### config.mk
export PLATFORM = sky130hd
export DESIGN_NAME = hamming_enc_stream
export DESIGN_NICKNAME = d
export VERILOG_FILES = /design/src/rtl/hamming_enc_stream.sv
export SDC_FILE = /design/constraint.sdc
export NUM_CORES = 1
export LEC_CHECK = 0
export BUFFER_PORTS_ARGS = -buffer_cell sky130_fd_sc_hd__buf_2
export CORE_MARGIN = 5
export CORE_UTILIZATION = 47
export DETAILED_ROUTE_END_ITERATION = 10
export PLACE_DENSITY = 0.8
export RECOVER_POWER = 50
export SLEW_MARGIN = 20
export SYNTH_ARGS = -nofsm -noshare
export SYNTH_HDL_FRONTEND = slang
export SYNTH_SLANG_ARGS = --single-unit
### constraint.sdc
create_clock -name clk -period 1.8 [get_ports clk]
set_clock_uncertainty 0.2 [all_clocks]
set_input_delay 0 -clock clk [delete_from_list [all_inputs] [get_ports clk]]
set_output_delay 0 -clock clk [all_outputs]
set_load 0.01 [all_outputs]
### src/rtl/hamming_enc_stream.sv
// rtl/hamming_enc_stream.sv - streaming Hamming SEC encoder with a 2-entry output buffer
// Define HAMMING_SECDED_EN to append an overall even-parity bit (SECDED codewords).
module hamming_enc_stream #(
    parameter int DATA_W = 16,
    // smallest r with 2**r >= DATA_W+r+1 (closed form for DATA_W up to 120)
    localparam int PAR_W = (DATA_W <= 4)  ? 3 :
                           (DATA_W <= 11) ? 4 :
                           (DATA_W <= 26) ? 5 :
                           (DATA_W <= 57) ? 6 : 7,
    localparam int SEC_W = DATA_W + PAR_W,
`ifdef HAMMING_SECDED_EN
    localparam int CODE_W = SEC_W + 1
`else
    localparam int CODE_W = SEC_W
`endif
) (
    input  logic              clk,
    input  logic              rst,
    input  logic [DATA_W-1:0] iData,
    input  logic              iValid,
    output logic              oReady,
    output logic [CODE_W-1:0] oData,
    output logic              oValid,
    input  logic              iReady
);

    typedef enum logic [1:0] {
        EMPTY = 2'd0,
        ONE   = 2'd1,
        FULL  = 2'd2
    } state_t;

    state_t            state;
    state_t            state_next;
    logic [CODE_W-1:0] code_word;
    logic [CODE_W-1:0] head;
    logic [CODE_W-1:0] tail;
    logic              push;
    logic              pop;
    logic              load_head_new;
    logic              load_tail;
    logic              head_from_tail;

    function automatic logic [CODE_W-1:0] encode(input logic [DATA_W-1:0] d);
        logic [CODE_W-1:0] c;
        logic              p;
        int                k;
        c = '0;
        k = 0;
        for (int pos = 1; pos <= SEC_W; pos++) begin
            if ((pos & (pos - 1)) != 0) begin
                c[pos-1] = d[k];
                k++;
            end
        end
        // parity slots are still zero here and never cover each other
        for (int i = 0; i < PAR_W; i++) begin
            p = 1'b0;
            for (int pos = 1; pos <= SEC_W; pos++) begin
                if (((pos >> i) & 1) != 0) begin
                    p = p ^ c[pos-1];
                end
            end
            c[(1 << i) - 1] = p;
        end
`ifdef HAMMING_SECDED_EN
        c[CODE_W-1] = ^c[SEC_W-1:0];
`endif
        return c;
    endfunction

    always_comb begin
        code_word = encode(iData);
    end

    assign oReady = rst & (state != FULL);
    assign oValid = (state != EMPTY);
    assign oData  = head;
    assign push   = iValid & oReady;
    assign pop    = oValid & iReady;

    always_ff @(posedge clk or negedge rst) begin
        if (!rst) begin
            state <= EMPTY;
        end else begin
            state <= state_next;
        end
    end

    always_comb begin
        state_next     = state;
        load_head_new  = 1'b0;
        load_tail      = 1'b0;
        head_from_tail = 1'b0;
        case (state)
            EMPTY: begin
                if (push) begin
                    load_head_new = 1'b1;
                    state_next    = ONE;
                end
            end
            ONE: begin
                if (push && pop) begin
                    load_head_new = 1'b1;
                end else if (push) begin
                    load_tail  = 1'b1;
                    state_next = FULL;
                end else if (pop) begin
                    state_next = EMPTY;
                end
            end
            FULL: begin
                if (pop) begin
                    head_from_tail = 1'b1;
                    state_next     = ONE;
                end
            end
            default: begin
                state_next = EMPTY;
            end
        endcase
    end

    always_ff @(posedge clk or negedge rst) begin
        if (!rst) begin
            head <= '0;
            tail <= '0;
        end else begin
            if (load_head_new) begin
                head <= code_word;
            end else if (head_from_tail) begin
                head <= tail;
            end
            if (load_tail) begin
                tail <= code_word;
            end
        end
    end

endmodule

# Yosys cells after proc, flatten, opt, wreduce, memory -nomap -nowiden
# Index checks and enable logic that the tools add are counted.
[totals] input_bits=20 ff_bits=44 latchBits=0 mem_count=0 ram_bits=0 rom_bits=0
[classes] n_mul=0 bitwise=38 div_mod_pow=0 add_sub_neg=0 order_cmp=0 n_shift=0 mux=15 eq_ne=7 n_reduce_logical=5
[op_table] operator="2-to-1 mux 21 bit" n=2
[op_table] operator="bitwise XOR 1 bit" n=35
[op_table] operator="2-to-1 mux 2 bit" n=5
[op_table] operator="!= test 2 bit, second input constant" n=4
[op_table] operator="2-to-1 mux 1 bit" n=6
[op_table] operator="one-hot mux 2 bit (3 select lines)" n=1
[op_table] operator="AND reduction 4 bit" n=1
[op_table] operator="nonzero test 2 bit" n=2
[op_table] operator="AND 1 bit" n=3
[op_table] operator="!= test 3 bit, second input constant" n=1
[op_table] operator="equality test 2 x 1 -> 1 bit, second input constant" n=1
[op_table] operator="equality test 2 bit, second input constant" n=1
[op_table] operator="zero test 2 bit" n=1
[op_table] operator="one-hot mux 1 bit (2 select lines)" n=1
[op_table] operator="logical AND 1 bit" n=1

# Longest topological paths before layout
[depth] word_depth=10 mapped_depth=6 ltp_nobuf=4

# Worst setup path before layout
# OpenSTA, ideal clock, no wires.
[synth_timing] path_type="reg-to-reg" startpoint="register state[1]" endpoint="register head[18] (netlist: oData[18])" setup_time_ns=0.124 required_time_ns=1.476 slack_ns=0.209 t_arrival_ns=1.267 path_stages_with_launch=7 path_cell_list="dfrtp_1 > and3b_1 > and2_1 > buf_2 > buf_4 > a22oi_1 > nand2_1"
[synth_via] elab_chain_len=7 word_cells_on_any_way=16
[synth_lines] item="start: declaration" line_no="33" rtl="state_t state;"
[synth_lines] item="start signal: assignment" line_no="86" rtl="state <= state_next;"
[synth_lines] item="!= test 2 bit" line_no="76" rtl="assign oReady = rst & (state != FULL);"
[synth_lines] item="AND 1 bit" line_no="76"
[synth_lines] item="AND 1 bit" line_no="79" rtl="assign push = iValid & oReady;"
[synth_lines] item="logical AND 1 bit" line_no="103" rtl="if (push && pop) begin"
[synth_lines] item="2-to-1 mux 1 bit" line_no="103"
[synth_lines] item="one-hot mux 1 bit (2 select lines)" line_no="95" rtl="case (state)"
[synth_lines] item="2-to-1 mux 21 bit or nonzero test 2 bit (tied branches)"
[synth_lines] item="end signal: assignment" line_no="130" rtl="head <= code_word;"
[synth_lines] item="end signal: assignment" line_no="132" rtl="head <= tail;"
[synth_lines] item="end: declaration" line_no="36" rtl="logic [CODE_W-1:0] head;"
# Parallel ways exist; a longest one is shown, timed or not.
# A chain may end at the register's enable or synchronous reset.

# Final worst setup path
[layout_timing] startpoint="register state[1]" endpoint="register state[1]"
[layout_via] elab_chain_len=6 word_cells_on_any_way=17
[layout_lines] item="!= test 2 bit" line_no="76"
[layout_lines] item="AND 1 bit" line_no="76"
[layout_lines] item="AND 1 bit" line_no="79"
[layout_lines] item="2-to-1 mux 2 bit or logical AND 1 bit (tied branches)" line_no="105, 103"
[layout_lines] item="2-to-1 mux 2 bit or != test 2 bit (tied branches)"
[layout_lines] item="one-hot mux 2 bit (3 select lines) or AND reduction 4 bit (tied branches)"
# Parallel ways exist; a longest one is shown, timed or not. The select of a mux whose other input is x is not followed.

==> impl_metrics.ini <==
[status]
status = completed

[finish]
regArea_sq_um = 1101
multiInputGateArea_sq_um = 920.9
syn2layout_area_growth_pct = 28.63
diodes = 0
fillers = 373
fin_nets = 298
drive_gt1_share_pct = 19.42

[worst_setup_path]
crit_path_start_kind = flip-flop
cp.required_ns = 1.78
cp_max_fo = 6
cp-end-kind = flip-flop
critPathKind = reg2reg
worstRegToRegCells = 4
r2r-start = state[1]
r2r_end = state[1]
r2r_slack_ns = 0.1
cp.arrival_ns = 1.68

[synth]
synthDistinctLibCells = 27
syn_area_sq_um = 2067
synth_seq_cells = 44
yosysMostFrequentCell = nand2_1
synth_commonest_cells = nand2_1, dfrtp_1, xnor2_1
yosysSeqAreaShare_pct = 53.27
yosysWarnings = 0
synth_nets = 230
synthCells = 210
ys.flop_type = dfrtp_1
synth.largest_area_cell = dfrtp_1
synth_top_area_share_pct = 53.27
async_flop_share_pct = 100.0
ys_top_cells_by_area = dfrtp_1, nand2_1, xnor2_1
synth_edf_count = 0
avgSynthCellArea_sq_um = 9.843

[global_routing]
grt_first_pass_wirelength_mm = 7.810
grt_max_degree = 28
first_global_vias = 1670
antenna_found_initial = 0
overflow = 0
grt_use_total_pct = 16.53

[pwr]
powerDensity_nw_per_um2 = 1123
p_leak_nw = 1.348
ir_drop_mv = 0.6305
total_power_mw = 2.985

[timing]
hold_viol_final = 0
relSlewSlack_pct = 37.73
worstMarginPinSlew_ns = 0.9340
drv_slew = 0
period_minus_slack_ns = 1.700
setup_viol = 0
max_freq_mhz = 588.2
min_period_over_period_pct = 94.45
fin_setup_tns_ns = 0
whs_ns = 0.1515
rsz0062_at_grt = yes

[die]
core-area_sq_um = 4324
num_io_pins = 43
die_h_um = 76.32
die-area_sq_um = 5824
die_x_um = 76.32
fp-row-count = 24
start_util_pct = 47.80

[clock_network]
clock_sinks = 44
numCtsBuffers = 5
root_buffer = clkbuf_8
clk_path_buf_depth = 2
path_clk_slew_ns = 0.08
cts_tree = yes
htree_levels = 2
clock_latency_ns = 0.29

[drt]
via_per_inst = 4.948
postRouteAntennaNets = 0
dr.first_iter.drc_count = 91
wl_per_cell_um = 13.69
drcViolationCount = 0
firstDrtPassIters = 4
vias = 1633
wl_mm = 4.519

[flow_run]
maxCapViolations = 0

[placement]
place.gp.congestion = 0.8092
portBuffers = 42
dpl.hpwl_mm = 3.184

[worst_hold_path]
hold_path_class = in2async
[state kept, by name, summed over array words and instances, names as in the netlist]
signal  flops
oData      21
tail       21
state       2
[power breakdown]
| group | switching, mW | internal (mW) | total [mW] | leakage [nW] |
|---|---|---|---|---|
| Sequential | 0.167 | 1.31 | 1.48 | 0.548 |
| Clock | 0.317 | 0.342 | 0.658 | 0.0503 |
| Combinational | 0.441 | 0.407 | 0.849 | 0.750 |
[per-layer routing]
| metal | global-route usage, % | share of wire [%] | vias up |
|---|---|---|---|
| met2 | 26.80 | 48 | 40 |
| met5 | 0 | 0 | - |
| met4 | 5.769 | 1.5 | 0 |
| met1 | 21.22 | 45 | 763 |
| li1 | - | - | 824 |
| met3 | 4.492 | 5.8 | 6 |
[kinds of logic after synthesis]
| group | count (synthesis) | synth area share [%] |
|---|---|---|
| buf+inv | 10 | 2.542 |
| xor+xnor | 25 | 12.59 |
| compound gates | 31 | 10.53 |
| mux | 3 | 1.574 |
| simple gates | 97 | 19.49 |
| flops | 44 | 53.27 |
[cell type report]
type                    count  share of cell area (%)
multi-input cells         156                   34.64
repair buffers             71                   17.88
well taps                  52                   2.447
flip-flops and latches     44                   41.41
clock buffers               7                   3.624
[cells in the final DEF, fill, tap and decap left out, drive strengths merged, types with 3 or more instances in the layout]
master        n
nand2        84
dfrtp        44
buf          41
dlygate4sd3  20
xnor2        17
clkbuf       17
a22oi        16
xor2          5
a21oi         4
o21ai         4
nand2b        3
xnor3         3
nor2b         3
a211oi        3
[metrics by stage]
stage	utilization, %	setup slack, ns	std cells	instance area [sq um]
global placement	54.80	0.1775	303	2370
floorplan	-	0.2093	210	2067
global route	61.49	-0.01600	330	2659
detailed placement	54.80	0.1264	303	2370
CTS	61.66	0.03534	330	2666
finish	61.49	0.09985	330	2659
[critical path, cell delays in order, from the launching register on]
cell           delay, ns
dfrtp_1             0.42
and3b_1             0.23
nand2b_1            0.09
o21ai_0             0.08
dlygate4sd3_1       0.56
[timing repair]
item / in CTS / in global routing
buffers inserted: 0 / 0
endpoints found under the setup margin: 0 / 4
hold endpoints to repair: 80 / 0
hold buffers: 20 / 0
gates resized for setup: 0 / 1
[worst max-delay path by stage]
stage / startpoint / to / cells past startpoint
finish: state[1] / state[1] / 4
global route: state[1] / oData[2] / 5
CTS: iData[13] / tail[1] / 6
detailed placement: state[1] / oData[18] / 5
global placement: state[1] / oData[17] / 5
floorplan: state[1] / oData[18] / 6
Power figures use the tool's default switching activity.
